===== src/rtl/ca_reg_digit_reader.sv =====
// ca_reg_digit_reader: read side of the CA register path. Fetches 16-bit RAM
// words holding four {x+, x-, y+, y-} digit nibbles and streams them out one
// digit pair per valid/ready handshake, digit 0 (bits [3:0]) first. A one-word
// prefetch buffer keeps the stream contiguous across word boundaries.
module ca_reg_digit_reader #(
    parameter int ADDR_W = 7,
    parameter int WORD_W = 16
) (
    input  logic              clk,
    input  logic              rst_n,
    input  logic              start,
    input  logic [ADDR_W-1:0] base_addr,
    input  logic [ADDR_W-1:0] num_words,
    output logic              ram_rd_en,
    output logic [ADDR_W-1:0] ram_addr,
    input  logic [WORD_W-1:0] ram_rd_data,
    output logic              digit_valid,
    input  logic              digit_ready,
    output logic              x_plus,
    output logic              x_minus,
    output logic              y_plus,
    output logic              y_minus,
    output logic [1:0]        digit_idx,
    output logic              busy,
    output logic              done,
    output logic              digit_err
);

    // One extra bit so a full 2^ADDR_W word count can never overflow.
    localparam int CNT_W = ADDR_W + 1;

    typedef enum logic [1:0] {
        S_IDLE,
        S_FETCH,
        S_STREAM,
        S_DONE
    } state_t;

    state_t             state_q, state_d;
    logic [ADDR_W-1:0]  base_q;
    logic [CNT_W-1:0]   num_q;
    logic [CNT_W-1:0]   issued_q;
    logic [CNT_W-1:0]   loaded_q;
    logic               in_flight_q;
    logic [WORD_W-1:0]  pf_buf_q;
    logic               pf_valid_q;
    logic [WORD_W-1:0]  cur_word_q;
    logic               cur_valid_q;
    logic [1:0]         idx_q;
    logic               err_q;

    logic start_acc;
    logic accept;
    logic word_end;
    logic cur_free;
    logic load_pf;
    logic load_ram;
    logic last_acc;
    logic issue;

    // Handshake, load/prefetch decisions and FSM next state.
    always_comb begin
        // NOTE: every signal written here gets a value before any branch, so no latch can be inferred.
        state_d   = state_q;
        start_acc = (state_q == S_IDLE) && start;
        accept    = cur_valid_q && digit_ready;
        word_end  = accept && (idx_q == 2'd3);
        cur_free  = !cur_valid_q || word_end;
        load_pf   = cur_free && pf_valid_q;
        // First word of a stream (or a starved shift register) takes RAM data
        // directly, which is what gives the two-cycle first-digit latency.
        load_ram  = cur_free && !pf_valid_q && in_flight_q;
        last_acc  = word_end && (loaded_q == num_q);
        issue     = ((state_q == S_FETCH) || (state_q == S_STREAM)) &&
                    (issued_q < num_q) && !in_flight_q &&
                    (!pf_valid_q || load_pf);

        case (state_q)
            S_IDLE: begin
                if (start) state_d = (num_words == '0) ? S_DONE : S_FETCH;
            end
            S_FETCH: begin
                if (load_ram) state_d = S_STREAM;
            end
            S_STREAM: begin
                if (last_acc) state_d = S_DONE;
            end
            S_DONE: begin
                state_d = S_IDLE;
            end
            default: begin
                state_d = S_IDLE;
            end
        endcase
    end

    // FSM state register.
    always_ff @(posedge clk or negedge rst_n) begin
        // NOTE: sequential state uses non-blocking (<=) so every register samples pre-edge values.
        if (!rst_n) state_q <= S_IDLE;
        else        state_q <= state_d;
    end

    // Datapath: read tracking, prefetch buffer, digit shift register, error flag.
    always_ff @(posedge clk or negedge rst_n) begin
        if (!rst_n) begin
            // NOTE: data words are reset as well, so outputs and buffers never expose pre-reset contents.
            base_q      <= '0;
            num_q       <= '0;
            issued_q    <= '0;
            loaded_q    <= '0;
            in_flight_q <= 1'b0;
            pf_buf_q    <= '0;
            pf_valid_q  <= 1'b0;
            cur_word_q  <= '0;
            cur_valid_q <= 1'b0;
            idx_q       <= 2'd0;
            err_q       <= 1'b0;
        end else if (start_acc) begin
            base_q      <= base_addr;
            num_q       <= {1'b0, num_words};
            issued_q    <= '0;
            loaded_q    <= '0;
            in_flight_q <= 1'b0;
            pf_valid_q  <= 1'b0;
            cur_valid_q <= 1'b0;
            idx_q       <= 2'd0;
            err_q       <= 1'b0;
        end else begin
            // Synchronous RAM: anything issued this cycle returns next cycle.
            in_flight_q <= issue;
            if (issue) issued_q <= issued_q + CNT_W'(1);

            if (load_pf || load_ram) begin
                cur_word_q  <= load_pf ? pf_buf_q : ram_rd_data;
                cur_valid_q <= 1'b1;
                idx_q       <= 2'd0;
                loaded_q    <= loaded_q + CNT_W'(1);
            end else if (accept) begin
                cur_word_q <= cur_word_q >> 4;
                idx_q      <= idx_q + 2'd1;
                if (word_end) cur_valid_q <= 1'b0;
            end

            // A returning word not taken straight into the shift register parks here.
            if (in_flight_q && !load_ram) begin
                pf_buf_q   <= ram_rd_data;
                pf_valid_q <= 1'b1;
            end else if (load_pf) begin
                pf_valid_q <= 1'b0;
            end

            if (cur_valid_q && ((cur_word_q[3] & cur_word_q[2]) |
                                (cur_word_q[1] & cur_word_q[0]))) begin
                err_q <= 1'b1;
            end
        end
    end

    assign ram_rd_en   = issue;
    assign ram_addr    = issue ? (base_q + issued_q[ADDR_W-1:0]) : '0;
    assign digit_valid = cur_valid_q;
    assign x_plus      = cur_word_q[3];
    assign x_minus     = cur_word_q[2];
    assign y_plus      = cur_word_q[1];
    assign y_minus     = cur_word_q[0];
    assign digit_idx   = idx_q;
    assign busy        = (state_q != S_IDLE);
    assign done        = (state_q == S_DONE);
    assign digit_err   = err_q;

endmodule

===== config.mk =====
export PLATFORM = sky130hd
export DESIGN_NAME = ca_reg_digit_reader
export DESIGN_NICKNAME = d
export VERILOG_FILES = /design/src/rtl/ca_reg_digit_reader.sv
export SDC_FILE = /design/constraint.sdc
export NUM_CORES = 1
export LEC_CHECK = 0
export CAP_MARGIN = 40
export CELL_PAD_IN_SITES_DETAIL_PLACEMENT = 1
export CELL_PAD_IN_SITES_GLOBAL_PLACEMENT = 1
export CORE_ASPECT_RATIO = 0.9
export CORE_MARGIN = 2
export CORE_UTILIZATION = 40
export DETAILED_ROUTE_END_ITERATION = 8
export GPL_ROUTABILITY_DRIVEN = 0
export PLACE_DENSITY_LB_ADDON = 0.1
export SYNTH_ARGS = -nofsm -noshare
export SYNTH_HDL_FRONTEND = slang
export SYNTH_SLANG_ARGS = --single-unit

===== constraint.sdc =====
create_clock -name clk -period 5.4 [get_ports clk]
set_clock_uncertainty 0.15 [all_clocks]
set_input_delay 0.81 -clock clk [delete_from_list [all_inputs] [get_ports clk]]
set_output_delay 0.81 -clock clk [all_outputs]
set_load 0.1 [all_outputs]

==> results.yml <==
clocking:
  postCtsHoldBufs: 0
  cts_sinks: 70
  cts_setup_buffers: 0
  clk_pin_slew_ns: 0.07
  clockBufferDepth: 2
  cts_buffers: 9
  cts_resized: 0
  clk_latency_ns: 0.35
  cts_root_buf: "clkbuf_8"
  cts_tree: "done"
  htree_levels: 3
final_layout:
  layout-area-overhead-vs-synth_pct: 27.4
  nets: 492
  num-fill-cells: 1007
  antenna_cells: 0
  drive_gt1_share_pct: 14.0
  post-route-util_pct: 52.7
drt:
  wire_per_inst_um: 15.3
  totalWireLength_um: 8610
  drc: 0
  drtIter0Drc: 66
  vias: 2921
  via_per_inst: 5.18
  ant_nets: 0
  dr.pass1.iters: 4
grt:
  grt_pass1_wl_um: 15000
  grt.overflow.total: 0
  grt_max_degree: 42
  grt_pass1_vias: 3105
  antenna_found_initial: 0
  grt.total_usage_pct: 18.9
worst_setup_path:
  critPathSlowestCell: "dfrtp_1"
  cp.arrival_ns: 2.77
  critical_path_class: "flip-flop to output pin"
  cp-end-kind: "output pin"
  cp_max_fo: 10
  max_stage_delay_ns: 0.41
  crit_buf_inv: 2
  path_cells: "inv_1 > ha_1 > nor4b_1 > a21boi_1 > nand2b_1 > a211oi_1 > buf_4"
  critPathLaunchType: "flip-flop"
  required_ns: 4.44
  cp_top_family: "simple AND/OR/NAND/NOR gates"
synthesis:
  synth_top_area_cell: "dfrtp_1"
  synth_compound_area_share_pct: 14.1
  yosys.area_share.simple_pct: 14.6
  synthAdderAreaFrac_pct: 7.16
  yosysSeqAreaShare_pct: 46.4
  synth_ff_type: "dfrtp_1"
  synth_top_family_by_area: "simple AND/OR/NAND/NOR gates"
  yosys-top-cells-count: "70 x dfrtp_1, 49 x nand2_1, 31 x nor2_1"
  synthMuxAreaShare_pct: 9.81
  yosys_register_bits: 70
  async_flop_share_pct: 100
  synthDistinctLibCells: 48
  syn_nets: 430
  synth_xor_area_share_pct: 4.17
  avgSynthCellArea_sq_um: 10.1
  synth.most_common_cell: "dfrtp_1"
  yosysWarnings: 0
  synth_edf_count: 0
  synth.area.top_cells: "dfrtp_1 46%, ha_1 6.6%, mux2i_1 5.0%, nand2_1 4.9%, mux2_2 4.2%"
  synth_area_sq_mm: 0.00378
  synthCells: 375
  synth_top_cell_area_share_pct: 46.4
timing:
  rsz0062_at_grt: "no"
  setup_violations: 0
  relSlewSlack_pct: 45.7
  whs_ns: 0.330
  fin_crit_sh_pct: 69.1
  fin_crit_ns: 3.73
  drv_slew: 0
  hold_viol: 0
  worst_pin_slew_ns: 0.814
  finalSetupTns_ns: 0
  max_freq_ghz: 0.268
die:
  fp.dieW_um: 106
  die_y_um: 96.2
  initial_core_util_pct: 41.4
  rows: 33
  die_area_sq_mm: 0.0102
  core-area_sq_mm: 0.00913
  io_pins: 52
pwr:
  powerDensity_mw_per_mm2: 665
  ir_drop_uv: 410
  p_leak_nw: 2.31
placed_design:
  dp_hpwl_um: 6240
  io_buffers: 51
run_status:
  status: "finished, final reports clean"
flow_run:
  drv_cap: 0
min_path:
  hold_class: "flip-flop to flip-flop"
placed cells by master (no fill, tap or decap), types with 6 or more instances in the layout:
cell             synthesis  final
dfrtp_1                 70     70
nand2_1                 49     49
clkdlybuf4s50_1          0     42
nor2_1                  31     30
ha_1                    20     20
o21ai_0                 19     19
mux2i_1                 19     19
inv_1                   15     15
a211oi_1                14     14
a21o_1                  14     14
mux2_2                  14     14
buf_8                    0     13
xor2_1                  12     12
buf_4                    1     12
a21oi_1                 11     11
clkbuf_8                 0     11
nand3_1                  7      7
nor3_1                   6      6
xnor2_1                  6      6
flip-flops by register name, summed over array words and instances (netlist names):
register     cells
digit_idx        2
pf_valid_q       1
cur_word_q      16
in_flight_q      1
digit_err        1
digit_valid      1
loaded_q         8
num_q            7
issued_q         8
pf_buf_q        16
base_q           7
state_q          2
per-stage QoR:
| step | setup slack [ns] | power (mW) | instances | area [sq um] |
|---|---|---|---|---|
| 6_report | 1.67 | 3.20 | 564 | 4810 |
| 5_1_grt | 1.34 | 3.43 | 564 | 4810 |
| 4_1_cts | 1.61 | 3.24 | 564 | 4810 |
| 3_5_place_dp | 1.71 | 2.74 | 548 | 4580 |
| 3_3_place_gp | 1.76 | 2.55 | 534 | 4360 |
| 2_1_floorplan | 0.274 | 2.21 | 375 | 3780 |
worst paths after layout:
path | end | start | slack [ns] | cells past startpoint
setup / recovery | ram_addr[4] | state_q[0]$_DFFE_PN0P_ | 1.67 | 7
hold / removal | cur_word_q[7]$_DFFE_PN0P_ | cur_word_q[7]$_DFFE_PN0P_ | 0.33 | 1
setup reg to reg | cur_word_q[3]$_DFFE_PN0P_ | state_q[0]$_DFFE_PN0P_ | 2.88 | 7
hold reg to reg | cur_word_q[7]$_DFFE_PN0P_ | cur_word_q[7]$_DFFE_PN0P_ | 0.33 | 1
max in group asynchronous | issued_q[6]$_DFFE_PN0P_ | rst_n | 4.19 | 3
min in group asynchronous | loaded_q[5]$_DFFE_PN0P_ | rst_n | 0.34 | 2
per-layer routing:
layer	vias up	GRT usage (%)	part of all wire [%]
li1	1431	-	-
met3	11	5.15	3.7
met4	0	6.71	1.5
met1	1436	23.4	45
met5	-	0	0
met2	43	32.3	50
final cells by class:
type	instances	area, sq um	share of cell area (%)
multi-input cells	272	1890	39.2
inverters	15	56.3	1.17
clock inverters	5	81.3	1.69
clock buffers	11	151	3.15
flip-flops and latches	70	1750	36.4
repair buffers	69	731	15.2
well taps	122	153	3.17
worst register-to-register path, cell delays in order, from the launching register on:
cell	delay, ns
dfrtp_1	0.42
inv_1	0.12
ha_1	0.20
and2_1	0.13
buf_4	0.37
a21o_1	0.69
a211oi_1	0.14
a21o_1	0.19
kinds of logic (layout without fill, tap and decap cells):
| kind of cell | after synthesis | in the layout |
|---|---|---|
| flip-flops | 70 | 70 |
| XOR/XNOR | 18 | 18 |
| adder cells (fa/ha/maj) | 21 | 21 |
| AND/OR/NAND/NOR | 121 | 121 |
| multiplexers | 35 | 35 |
| AO/OA/AOI/OAI | 77 | 77 |
| buffers and inverters | 33 | 100 |
power by group:
| group | total (mW) | switching, mW | internal, mW |
|---|---|---|---|
| Clock | 0.486 | 0.200 | 0.285 |
| Sequential | 0.903 | 0.165 | 0.738 |
| Combinational | 1.81 | 1.17 | 0.644 |
No activity file was read; power rests on OpenSTA's default activity.
